## src/rtl/count_mon_pkg.sv

```systemverilog
// rtl/count_mon_pkg.sv - shared types and default widths for the count wrap monitor
// Purpose: event type encoding, the default FIFO entry layout and width defaults
// used by count_wrap_monitor and evt_fifo. No ports.
package count_mon_pkg;

    localparam int CNT_W_DEF   = 3;
    localparam int STAMP_W_DEF = 16;
    localparam int DEPTH_DEF   = 4;
    localparam int DROP_W_DEF  = 8;

    typedef enum logic [1:0] {
        EVT_NONE = 2'd0,
        EVT_OVF  = 2'd1,
        EVT_UNF  = 2'd2,
        EVT_ERR  = 2'd3
    } evt_type_e;

    typedef struct packed {
        evt_type_e                typ;
        logic [STAMP_W_DEF-1:0]   stamp;
    } evt_entry_t;

endpackage

```

## src/rtl/evt_fifo.sv

```systemverilog
// rtl/evt_fifo.sv - first-word-fall-through FIFO for monitor event entries
// Purpose: small FWFT queue; the head entry is visible whenever empty=0.
// Ports:
//   clk, rst      clock and synchronous active-high reset (empties the queue)
//   push          write push_data this cycle (ignored when full unless popping)
//   push_data     entry to store
//   pop           consume the head this cycle (ignored when empty)
//   head          current head entry (undefined content while empty)
//   empty, full   occupancy flags derived from level
//   level         number of stored entries, 0..DEPTH
module evt_fifo
    import count_mon_pkg::*;
#(
    parameter int  DEPTH   = DEPTH_DEF,
    parameter type entry_t = evt_entry_t,
    localparam int PTR_W   = $clog2(DEPTH),
    localparam int LVL_W   = $clog2(DEPTH) + 1
) (
    input  logic             clk,
    input  logic             rst,
    input  logic             push,
    input  entry_t           push_data,
    input  logic             pop,
    output entry_t           head,
    output logic             empty,
    output logic             full,
    output logic [LVL_W-1:0] level
);

    entry_t             mem_q [DEPTH];
    entry_t             mem_d [DEPTH];
    logic [PTR_W-1:0]   wr_ptr_q, wr_ptr_d;
    logic [PTR_W-1:0]   rd_ptr_q, rd_ptr_d;
    logic [LVL_W-1:0]   level_q, level_d;
    logic               pop_ok;
    logic               push_ok;

    assign empty = (level_q == '0);
    assign full  = (level_q == LVL_W'(DEPTH));
    assign level = level_q;
    assign head  = mem_q[rd_ptr_q];

    // A push into a full queue is still accepted when the head leaves
    // in the same cycle, so occupancy stays at DEPTH.
    assign pop_ok  = pop && !empty;
    assign push_ok = push && (!full || pop_ok);

    always_comb begin
        mem_d    = mem_q;
        wr_ptr_d = wr_ptr_q;
        rd_ptr_d = rd_ptr_q;
        level_d  = level_q;
        if (push_ok) begin
            mem_d[wr_ptr_q] = push_data;
            wr_ptr_d        = wr_ptr_q + PTR_W'(1);
        end
        if (pop_ok) begin
            rd_ptr_d = rd_ptr_q + PTR_W'(1);
        end
        case ({push_ok, pop_ok})
            2'b10:   level_d = level_q + LVL_W'(1);
            2'b01:   level_d = level_q - LVL_W'(1);
            default: level_d = level_q;
        endcase
    end

    always_ff @(posedge clk) begin
        if (rst) begin
            wr_ptr_q <= '0;
            rd_ptr_q <= '0;
            level_q  <= '0;
        end else begin
            wr_ptr_q <= wr_ptr_d;
            rd_ptr_q <= rd_ptr_d;
            level_q  <= level_d;
        end
    end

    // Storage needs no reset: entries are only observable while level > 0.
    always_ff @(posedge clk) begin
        mem_q <= mem_d;
    end

endmodule

```

## src/rtl/count_wrap_monitor.sv

```systemverilog
// rtl/count_wrap_monitor.sv - detects wrap and illegal-step events on a counter
// Purpose: samples count every cycle, classifies overflow wrap, underflow wrap
// and illegal steps, timestamps them and queues them in an FWFT FIFO.
// Ports:
//   clk, rst    clock and synchronous active-high reset
//   count       monitored counter value
//   evt_valid   head event present
//   evt_ready   consumer takes the head this cycle
//   evt_type    head type (01 OVF, 10 UNF, 11 ERR; 00 when empty)
//   evt_stamp   cycle count at detection (0 when empty)
//   evt_level   FIFO occupancy
//   drop_cnt    saturating count of events lost while the FIFO was full
module count_wrap_monitor
    import count_mon_pkg::*;
#(
    parameter int  CNT_W   = CNT_W_DEF,
    parameter int  STAMP_W = STAMP_W_DEF,
    parameter int  DEPTH   = DEPTH_DEF,
    parameter int  DROP_W  = DROP_W_DEF,
    localparam int LVL_W   = $clog2(DEPTH) + 1
) (
    input  logic               clk,
    input  logic               rst,
    input  logic [CNT_W-1:0]   count,
    output logic               evt_valid,
    input  logic               evt_ready,
    output logic [1:0]         evt_type,
    output logic [STAMP_W-1:0] evt_stamp,
    output logic [LVL_W-1:0]   evt_level,
    output logic [DROP_W-1:0]  drop_cnt
);

    typedef struct packed {
        evt_type_e            typ;
        logic [STAMP_W-1:0]   stamp;
    } entry_t;

    localparam logic [CNT_W-1:0] CNT_ONES = {CNT_W{1'b1}};

    logic [STAMP_W-1:0] cycle_q, cycle_d;
    logic [DROP_W-1:0]  drop_q, drop_d;
    logic [CNT_W-1:0]   prev_count_q, prev_count_d;
    logic               prev_valid_q, prev_valid_d;

    logic [CNT_W-1:0]   delta;
    evt_type_e          det_type;
    logic               det;
    logic               pop;
    logic               fifo_empty;
    logic               fifo_full;
    entry_t             push_entry;
    entry_t             head;

    assign delta = count - prev_count_q;

    // Wraps are checked before the generic step test because a wrap is
    // itself a legal +/-1 step modulo 2^CNT_W.
    always_comb begin
        det_type = EVT_NONE;
        if (prev_valid_q) begin
            if (prev_count_q == CNT_ONES && count == '0) begin
                det_type = EVT_OVF;
            end else if (prev_count_q == '0 && count == CNT_ONES) begin
                det_type = EVT_UNF;
            end else if (delta != '0 && delta != CNT_W'(1) && delta != CNT_ONES) begin
                det_type = EVT_ERR;
            end
        end
    end

    assign det        = (det_type != EVT_NONE);
    assign pop        = evt_valid && evt_ready;
    assign push_entry = '{typ: det_type, stamp: cycle_q};

    always_comb begin
        cycle_d      = cycle_q + STAMP_W'(1);
        prev_count_d = count;
        prev_valid_d = 1'b1;
        drop_d       = drop_q;
        if (det && fifo_full && !pop && drop_q != '1) begin
            drop_d = drop_q + DROP_W'(1);
        end
    end

    always_ff @(posedge clk) begin
        if (rst) begin
            cycle_q      <= '0;
            drop_q       <= '0;
            prev_count_q <= '0;
            prev_valid_q <= 1'b0;
        end else begin
            cycle_q      <= cycle_d;
            drop_q       <= drop_d;
            prev_count_q <= prev_count_d;
            prev_valid_q <= prev_valid_d;
        end
    end

    evt_fifo #(
        .DEPTH   (DEPTH),
        .entry_t (entry_t)
    ) u_fifo (
        .clk       (clk),
        .rst       (rst),
        .push      (det),
        .push_data (push_entry),
        .pop       (pop),
        .head      (head),
        .empty     (fifo_empty),
        .full      (fifo_full),
        .level     (evt_level)
    );

    assign evt_valid = !fifo_empty;
    assign evt_type  = fifo_empty ? 2'b00 : head.typ;
    assign evt_stamp = fifo_empty ? '0 : head.stamp;
    assign drop_cnt  = drop_q;

endmodule
```

## config.mk

```make
export PLATFORM = sky130hd
export DESIGN_NAME = count_wrap_monitor
export DESIGN_NICKNAME = d
export VERILOG_FILES = /design/src/rtl/count_mon_pkg.sv /design/src/rtl/evt_fifo.sv /design/src/rtl/count_wrap_monitor.sv
export SDC_FILE = /design/constraint.sdc
export NUM_CORES = 1
export LEC_CHECK = 0
export CAP_MARGIN = 0
export CORE_MARGIN = 4
export CORE_UTILIZATION = 40
export CTS_BUF_LIST = sky130_fd_sc_hd__clkbuf_16
export CTS_CLUSTER_DIAMETER = 50
export DETAILED_ROUTE_END_ITERATION = 16
export DONT_BUFFER_PORTS = 1
export MAX_ROUTING_LAYER = met4
export SLEW_MARGIN = 20
export SYNTH_ARGS = -nofsm -noshare
export SYNTH_HDL_FRONTEND = slang
export SYNTH_SLANG_ARGS = --single-unit
export TNS_END_PERCENT = 100
```

## constraint.sdc

```tcl
create_clock -name clk -period 3 [get_ports clk]
set_clock_uncertainty 0.2 [all_clocks]
set_input_delay 0.15 -clock clk [delete_from_list [all_inputs] [get_ports clk]]
set_output_delay 0.15 -clock clk [all_outputs]
set_load 0.01 [all_outputs]
```

==> results.yml <==
global_routing:
  grt-ovfl-total: 0
  track_usage_pct: 13.6
  first_pass_grt_wire_length_um: 12800
  grt_max_degree: 37
  via_count_of_the_first_global_routing_pass: 2455
  grt_antenna_before_repair: 0
pwr:
  cellPowerDensity_mw_per_mm2: 754
  total_leakage_power_uw: 0.00172
  fin_total_pwr_uw: 3790
  vdd_ir_drop_max_v: 0.000366
worst_setup_path:
  cp.arrival_ps: 2900
  critical_path.max_fanout: 4
  setup.worst_path.class: "reg2reg"
  crit_chain: "ha_1 -> inv_1 -> fa_1 -> xnor3_2 -> mux2i_4 -> a31oi_4 -> nor2_1 -> fa_2 -> nor3_2 -> a31oi_1 -> mux2_1"
  crit_path_top_delay_cell: "sky130_fd_sc_hd__fa_1"
  timing.critical_path.slowest_cell_delay_ps: 360
  critical_path.endpoint_type: "flop"
  worstSetupStartpointType: "flop"
  cp_num_buf_inv: 1
  cp.required_ps: 3030
  critPathTopFamily: "adder cells"
logic_synthesis:
  ys_seq_elements: 107
  fraction_of_the_mapped_netlist_area_in_compound_gates_pct: 2.22
  syn_avg_cell_area_um2: 14.7
  ys_types: 33
  synth.yosys.warnings: 0
  ys_seq_area_share_pct: 65.1
  post_synth_instance_area_mm2: 0.00439
  syn-instance-count: 298
  post_synth_fa_ha_maj_area_fraction_pct: 2.90
  synth_nets: 313
  synth_top_family_by_area: "simple AND/OR/NAND/NOR gates"
  muxShareOfSynthArea_pct: 10.9
  synth_xor_xnor_area_share_pct: 4.73
  synthSimpleGateAreaFrac_pct: 12.3
layout:
  final.fill_count: 939
  final_cell_mix: "sky130_fd_sc_hd__edfxtp_1, sky130_fd_sc_hd__dfxtp_1, sky130_fd_sc_hd__nor2_1"
  final_core_util_pct: 46.6
  final_common_cell: "sky130_fd_sc_hd__edfxtp_1"
  layout-drive-gt1-share_pct: 16.3
  nets: 329
  area_delta_synth_final_pct: 14.4
  antenna_cells_inserted: 0
cts:
  numClockSinks: 107
  cts_root_buffer: "sky130_fd_sc_hd__clkbuf_16"
  cts.path.max_buffers: 2
  clk_pin_slew_worst_paths_ps: 70
  number_of_buffers_inserted_during_clock_tree_synthesis: 9
  tritoncts: "built"
  cts-htree-levels: 3
  clock_latency_ps: 340
timing:
  drv_slew: 0
  finalHoldViolations: 0
  final.min_clock_period_ps: 2870
  maxClockFrequency_ghz: 0.349
  worstMarginPinSlew_ps: 558
  finalCritPeriodShare_pct: 95.6
  timing.max_slew.rel_slack_pct: 62.7
  setup_viol_count_final: 0
  rsz_0062_raised_after_global_routing: "false"
  setup_total_negative_slack_ps: 0
flow_run:
  cap_viol_max_count: 0
hold_path:
  class_of_the_tightest_hold_or_removal_check: "in2reg"
drt:
  vias: 2345
  drt-initial-drc-count: 112
  vias_per_cell: 5.11
  route.detailed.wl_per_inst_um: 17.0
  routed_wirelength_um: 7810
  drt_pre_antenna_iters: 4
  drt_drc_violations_left: 0
  postRouteAntennaNets: 0
die:
  floorplan.initialDensity_pct: 40.7
  boundaryPins: 36
  core.rowCount: 38
  dieArea_mm2: 0.0127
  die_h_um: 113
  die_x_um: 113
  floorplan.core_area_mm2: 0.0108
status:
  status: "finished, final reports clean"
place:
  dp.final_hpwl_um: 5010
  count_of_port_buffers_added_during_placement: 0
  place_congestion: 0.696
## synth_stat cells
master	number	share of area, %
sky130_fd_sc_hd__or3_1	5	0.71
sky130_fd_sc_hd__nand2_1	13	1.1
sky130_fd_sc_hd__clkbuf_1	10	0.85
sky130_fd_sc_hd__xor2_1	15	3.0
sky130_fd_sc_hd__buf_1	1	0.085
sky130_fd_sc_hd__nor4b_1	3	0.60
sky130_fd_sc_hd__dfxtp_1	35	16
sky130_fd_sc_hd__a31oi_1	1	0.14
sky130_fd_sc_hd__nand3_1	5	0.57
sky130_fd_sc_hd__fa_1	2	0.91
sky130_fd_sc_hd__and3_1	5	0.71
sky130_fd_sc_hd__ha_1	7	2.0
sky130_fd_sc_hd__nor2_1	29	2.5
sky130_fd_sc_hd__a311oi_2	1	0.34
sky130_fd_sc_hd__nor4_1	1	0.14
sky130_fd_sc_hd__inv_1	7	0.60
sky130_fd_sc_hd__edfxtp_1	72	49
sky130_fd_sc_hd__o21ai_0	5	0.57
sky130_fd_sc_hd__nand4_1	8	1.1
sky130_fd_sc_hd__mux2i_4	1	0.51
sky130_fd_sc_hd__and2_1	24	3.4
sky130_fd_sc_hd__xnor2_1	6	1.2
sky130_fd_sc_hd__a31oi_4	1	0.48
sky130_fd_sc_hd__buf_6	1	0.26
sky130_fd_sc_hd__mux2_1	1	0.26
sky130_fd_sc_hd__and4_1	1	0.20
sky130_fd_sc_hd__mux4_2	18	9.2
sky130_fd_sc_hd__nor3_1	2	0.23
sky130_fd_sc_hd__xnor3_2	1	0.54
sky130_fd_sc_hd__a21oi_1	6	0.68
sky130_fd_sc_hd__mux2i_1	4	0.91
sky130_fd_sc_hd__nand2b_1	2	0.28
sky130_fd_sc_hd__nor2b_1	5	0.71
## final timing paths
path	from	endpoint	slack, ps	cells after the start
max	prev_count_q[0]	u_fifo.level[2]	130	11
min	evt_ready	u_fifo.level[2]	40	3
max reg2reg	prev_count_q[0]	u_fifo.level[2]	130	11
min reg2reg	cycle_q[0]	cycle_q[0]	310	1
## per-layer routing
metal / global-route usage, % / share of wire (%) / vias to the layer above / routed length (µm)
met3: 4.92 / 5.1 / 9 / 395
met5: - / 0 / - / 0
met4: 4.09 / 1.3 / 0 / 100
met1: 15.8 / 43 / 1170 / 3350
li1: - / - / 1128 / -
met2: 22.1 / 51 / 38 / 3960
## per-stage QoR
stage / instances / worst slack [ps] / hold slack (ps) / instance area [µm²]
after detailed placement: 436 / 45.3 / 18.2 / 4640
after global placement: 436 / 131 / 12.9 / 4640
final: 459 / 132 / 44.0 / 5020
after floorplan: 298 / 74.1 / 78.2 / 4390
after CTS: 459 / 14.8 / 20.4 / 5010
after global routing: 459 / 2.19 / 58.3 / 5020
## logic make-up (layout without fill, tap and decap cells)
logic type,after synthesis,in the layout
compound gates,14,14
xor+xnor,22,22
fa+ha+maj,9,9
buf+inv,19,40
flops,107,107
mux,24,24
simple gates,103,103
## timing repair
action,CTS,global route
hold buffers,7,0
gates resized for setup,0,4
hold endpoints to repair,35,0
setup buffers,0,0
endpoints found under the setup margin,0,73
## tightest hold or removal path: stages
cell	delay [ps]
sky130_fd_sc_hd__nand2_1	100
sky130_fd_sc_hd__a31oi_1	110
sky130_fd_sc_hd__mux2_1	190
## power by group
part	internal [µW]	switching (µW)
clock	580	530
sequential	1690	89.2
combinational	418	487
total	2680	1110
## sequential cells by signal, summed over array words and instances (netlist names)
| name | flops |
|---|---|
| u_fifo.wr_ptr_q | 2 |
| drop_cnt | 8 |
| u_fifo.rd_ptr_q | 2 |
| u_fifo.mem_q | 72 |
| prev_valid_q | 1 |
| prev_count_q | 3 |
| cycle_q | 16 |
| u_fifo.level | 3 |
## area by class of cell
cell class	instances	area, µm²	area share, %
clock inverters	7	66.3	1.32
inverters	7	26.3	0.523
repair buffers	17	205	4.08
flip-flops and latches	107	2860	57.0
clock buffers	9	225	4.48
well taps	140	175	3.49
multi-input cells	172	1460	29.1
(Power assumes the default switching activity.)
